<file path="src/rtl/foc_mul_arbiter.sv">
// Round-robin scheduler sharing one pipelined 32x32 multiplier among NREQ requesters.
// Define FOC_MUL_ARB_FIXED_PRIO_EN for fixed priority (requester 0 highest, no rotating pointer).
module foc_mul_arbiter #(
  parameter int NREQ    = 3,
  parameter int MUL_LAT = 3
) (
  input  logic               clk,
  input  logic               rst,
  input  logic [NREQ-1:0]    req_valid,
  output logic [NREQ-1:0]    req_ready,
  input  logic [NREQ*32-1:0] req_a,
  input  logic [NREQ*32-1:0] req_b,
  output logic [31:0]        mul_a,
  output logic [31:0]        mul_b,
  input  logic [63:0]        mul_result,
  output logic [NREQ-1:0]    rsp_valid,
  output logic [63:0]        rsp_data,
  output logic               busy
);
  // Handshake: a pair transfers when req_valid[i] & req_ready[i]; req_ready never depends
  // on the pair itself, at most one bit is high, and responses carry no backpressure.
  localparam int NST = MUL_LAT + 1;

  logic [7:0]       vld8;
  logic [2:0]       start;
  logic             found;
  logic [2:0]       gid;
  logic             grant;
  logic [3:0]       idx;

  logic [31:0]      mul_a_q, mul_a_d;
  logic [31:0]      mul_b_q, mul_b_d;
  logic [NST-1:0]   tv_q, tv_d;
  logic [2:0]       tid_q [NST];
  logic [2:0]       tid_d [NST];
  logic [NREQ-1:0]  rsp_valid_q, rsp_valid_d;
  logic [63:0]      rsp_data_q, rsp_data_d;

`ifdef FOC_MUL_ARB_FIXED_PRIO_EN
  assign start = 3'd0;
`else
  logic [2:0] ptr_q, ptr_d;

  assign start = ptr_q;

  always_comb begin
    ptr_d = ptr_q;
    if (grant) ptr_d = (gid == 3'(NREQ - 1)) ? 3'd0 : gid + 3'd1;
  end

  always_ff @(posedge clk) begin
    if (rst) ptr_q <= 3'd0;
    else     ptr_q <= ptr_d;
  end
`endif

  // Circular search starting at 'start'; the first pending requester wins.
  always_comb begin
    vld8  = 8'(req_valid);
    found = 1'b0;
    gid   = 3'd0;
    idx   = 4'd0;
    for (int k = 0; k < NREQ; k++) begin
      idx = {1'b0, start} + 4'(k);
      if (idx >= 4'(NREQ)) idx = idx - 4'(NREQ);
      if (!found && vld8[idx[2:0]]) begin
        found = 1'b1;
        gid   = idx[2:0];
      end
    end
    grant     = found & ~rst;
    req_ready = '0;
    for (int k = 0; k < NREQ; k++) begin
      if (grant && gid == 3'(k)) req_ready[k] = 1'b1;
    end
  end

  // Operands hold when idle so the multiplier inputs do not toggle.
  always_comb begin
    mul_a_d = mul_a_q;
    mul_b_d = mul_b_q;
    for (int k = 0; k < NREQ; k++) begin
      if (grant && gid == 3'(k)) begin
        mul_a_d = req_a[k*32 +: 32];
        mul_b_d = req_b[k*32 +: 32];
      end
    end
  end

  always_comb begin
    tv_d     = {tv_q[NST-2:0], grant};
    tid_d[0] = gid;
    for (int s = 1; s < NST; s++) tid_d[s] = tid_q[s-1];
  end

  // The last tag stage lines up with mul_result for the same pair.
  always_comb begin
    rsp_valid_d = '0;
    rsp_data_d  = rsp_data_q;
    if (tv_q[NST-1]) begin
      rsp_data_d = mul_result;
      for (int k = 0; k < NREQ; k++) begin
        if (tid_q[NST-1] == 3'(k)) rsp_valid_d[k] = 1'b1;
      end
    end
  end

  always_ff @(posedge clk) begin
    if (rst) begin
      mul_a_q     <= '0;
      mul_b_q     <= '0;
      tv_q        <= '0;
      rsp_valid_q <= '0;
      rsp_data_q  <= '0;
      for (int s = 0; s < NST; s++) tid_q[s] <= '0;
    end else begin
      mul_a_q     <= mul_a_d;
      mul_b_q     <= mul_b_d;
      tv_q        <= tv_d;
      rsp_valid_q <= rsp_valid_d;
      rsp_data_q  <= rsp_data_d;
      for (int s = 0; s < NST; s++) tid_q[s] <= tid_d[s];
    end
  end

  assign mul_a     = mul_a_q;
  assign mul_b     = mul_b_q;
  assign rsp_valid = rsp_valid_q;
  assign rsp_data  = rsp_data_q;
  assign busy      = (|tv_q) & ~rst;

endmodule

</file>
<file path="config.mk">
export PLATFORM = sky130hd
export DESIGN_NAME = foc_mul_arbiter
export DESIGN_NICKNAME = d
export VERILOG_FILES = /design/src/rtl/foc_mul_arbiter.sv
export SDC_FILE = /design/constraint.sdc
export NUM_CORES = 1
export LEC_CHECK = 0
export CAP_MARGIN = 40
export CORE_AREA = 2 2 153 155
export DETAILED_ROUTE_END_ITERATION = 8
export DIE_AREA = 0 0 155 157
export PLACE_DENSITY_LB_ADDON = 0.3
export SLEW_MARGIN = 40
export SYNTH_ARGS = -nofsm -noshare
export SYNTH_HDL_FRONTEND = slang
export SYNTH_SLANG_ARGS = --single-unit
export TNS_END_PERCENT = 10
</file>
<file path="constraint.sdc">
create_clock -name clk -period 3.15 [get_ports clk]
set_input_delay 0.315 -clock clk [delete_from_list [all_inputs] [get_ports clk]]
set_output_delay 0.315 -clock clk [all_outputs]
set_load 0.02 [all_outputs]
</file>
==> impl_metrics.env <==
export IMPL_grt_max_degree=66
export IMPL_cts_tree="done"
export IMPL_syn_nets=1093
export IMPL_clock_root_buffer="clkbuf_16"
export IMPL_critical_path_class="register to output port"
export IMPL_max_slew_margin_rel=0.4809
export IMPL_antenna_found_initial=1
export IMPL_max_stage_delay_ps=360
export IMPL_syn_avg_cell_area_um2=8.406
export IMPL_syn_to_final_growth_pct=74.01
export IMPL_cts_buffers_inserted=17
export IMPL_start_util=0.3078
export IMPL_ys_types=48
export IMPL_async_reset_ff_frac=0
export IMPL_ys_warn_count=0
export IMPL_hold_viol=0
export IMPL_clk_pin_slew_ps=60
export IMPL_ir_drop_uv=779.1
export IMPL_grt_pass1_wl_um=38020
export IMPL_routed_wirelength_um=26150
export IMPL_dpl_cell_count=1475
export IMPL_critPathSlowestCell="dfxtp_4"
export IMPL_cp_arrival_ps=2760
export IMPL_die_h_um=157
export IMPL_worstReg2RegStart="ptr_q[0]$_SDFFE_PP0P_"
export IMPL_num_rows=55
export IMPL_p_leak_uw=0.004484
export IMPL_cp_startpoint="ptr_q[1]$_SDFFE_PP0P_"
export IMPL_min_path_type="input pin to register"
export IMPL_cp_start_kind="register"
export IMPL_fin_cells=1514
export IMPL_ff_latch_area_um2=3013
export IMPL_min_period_ps=3076
export IMPL_yosys_register_bits=150
export IMPL_drv_cap=0
export IMPL_ant_nets=0
export IMPL_outcome="finished clean"
export IMPL_ios=396
export IMPL_crit_path_cell_trace="ha_4 > ha_4 > nor2b_4 > nand3_2 > a311oi_4 > a21o_1 > nor2b_4 > or2_4 > buf_6 > nor2_4 > buf_6"
export IMPL_worst_pin_slew_ps=778.6
export IMPL_drc=0
export IMPL_routed_via_density=4.939
export IMPL_ys_seq_area_frac=0.4335
export IMPL_drt_iter0_drc=376
export IMPL_slew_viol_final=0
export IMPL_clock_sinks=150
export IMPL_first_global_vias=7179
export IMPL_p_per_area_nw_per_um2=900.7
export IMPL_nNetsFinal=1484
export IMPL_grt_total_usage=0.2004
export IMPL_timing_fmax_ghz=0.3251
export IMPL_synth_edf_count=0
export IMPL_io_buffers=395
export IMPL_synthFlopType="dfxtp_1"
export IMPL_fp_coreArea_um2=22500
export IMPL_syn_cell_area_um2=6927
export IMPL_ys_top_cells_by_area="dfxtp_1 43%, nor2_1 9.6%, mux2i_1 9.4%"
export IMPL_clk_latency_ps=420
export IMPL_fin_crit_sh=0.9764
export IMPL_clock_skew_ps=8.958
export IMPL_setup_viol_count_final=0
export IMPL_required_ps=2830
export IMPL_fin_util=0.5356
export IMPL_endpoint_kind="output port"
export IMPL_firstDrtPassIters=5
export IMPL_synth_top_area_cell="dfxtp_1"
export IMPL_die_area_um2=24340
export IMPL_multi_input_area_um2=3686
export IMPL_min_from="rst"
export IMPL_fillers=2129
export IMPL_dp_hpwl_um=19230
export IMPL_crit_fanout=4
export IMPL_grt_overflow_total=0
export IMPL_yosys_area_top_type_share=0.4335
export IMPL_clk_path_buf_depth=2
export IMPL_die_w_um=155
export IMPL_num_vias=7477
export IMPL_routedWlPerCell_um=17.27
export IMPL_cts_htree_levels=4
export IMPL_syn_inst=824
export IMPL_layout_drive_gt1_share=0.09772
export IMPL_rsz0062_at_grt="yes"
export IMPL_place_gp_congestion=0.8557
path summary, 6_finish.rpt:
path	end	slack, ps	cells after the start
max	req_ready[2]	70	11
min	tid_q[1][0]$_SDFF_PP0_	270	2
max reg2reg	mul_b[18]$_SDFFE_PP0P_	110	14
min reg2reg	tid_q[3][1]$_SDFF_PP0_	430	1
area by class of cell:
type                            instances  share of cell area
Timing Repair Buffer                  441              0.3608
Multi-Input combinational cell        585              0.3058
Sequential cell                       150              0.2500
Clock buffer                           18             0.03644
Tap cell                              285             0.02959
Clock inverter                         14             0.01090
Inverter                               20            0.006229
Antenna cell                            1           0.0002076
report_power, final:
group	switching, uW	internal [uW]
registers	214	2330
clock network	902	1060
logic	3600	2750
total	4710	6140
per-layer routing:
layer	track usage	part of all wire
met5	0	0
met4	0.07011	0.026
met1	0.2130	0.38
met3	0.07461	0.086
met2	0.3642	0.51
cells in the mapped netlist, types with 2 or more instances:
library cell / count
nor3_1: 5
nand2b_1: 6
a21oi_1: 4
a211o_1: 2
and2_1: 2
a21o_1: 2
nand2_1: 106
clkbuf_1: 37
buf_2: 21
dfxtp_1: 150
buf_6: 3
a32o_1: 13
o211ai_1: 27
nor2b_1: 13
buf_4: 4
o31ai_1: 53
nand3_1: 4
nor4_1: 2
buf_1: 4
mux2i_1: 65
ha_1: 8
nor2_1: 177
a21oi_2: 2
nor3b_1: 3
a211oi_1: 54
inv_1: 20
or3_1: 15
o211a_1: 2
critical path, delay by kind of cell, from the launching register on:
family                     cells  cell delay [ps]
DFF                            1              360
adders and majority gates      2              460
and+or+nand+nor                5              690
AOI/OAI and AO/OA              2              570
buffers and inverters          2              260
repair_timing:
item,4_1_cts,5_1_grt
endpoints found under the setup margin,3,38
pin swaps,4,9
hold buffers,0,0
setup buffers,2,4
resized for setup,20,25
endpoints found under the hold margin,0,0
logic make-up after synthesis:
group,count (synthesis),synth area share
flops,150,0.4335
mux,66,0.09556
xor+xnor,1,0.001265
fa+ha+maj,8,0.01445
simple gates,338,0.2032
compound gates,171,0.1940
other cells,1,0.0005414
buf+inv,89,0.05744
layout by cell type (no fill, tap or decap), types with 15 or more instances in the layout:
master / synthesis / final
buf_4: 4 / 40
clkbuf_16: 0 / 17
a211oi_1: 54 / 50
or3_1: 15 / 15
clkdlybuf4s50_1: 0 / 391
mux2i_1: 65 / 65
dfxtp_1: 150 / 146
o211ai_1: 27 / 27
o31ai_1: 53 / 53
nor2_1: 177 / 176
nand2_1: 106 / 106
inv_1: 20 / 19
stage by stage:
step                power, uW  TNS [ps]  hold WS (ps)  setup WS [ps]  cell area, um^2
finish                  10860         0         268.4          74.26            12050
global route            11540    -274.5         279.3         -62.49            12050
CTS                     10810         0         254.8          5.520            11930
detailed placement       8709    -59.47         421.2         -59.47            11290
global placement         8615    -24.98         417.2         -24.98            11290
floorplan                6263         0         412.4          22.59             6927
sequential cells by signal (all words and copies together) (netlist names):
name	count
mul_a	32
mul_b	32
ptr_q	3
rsp_data	64
rsp_valid	3
tid_q	12
tv_q	4
Note: power is estimated with default switching activity, not from simulation.
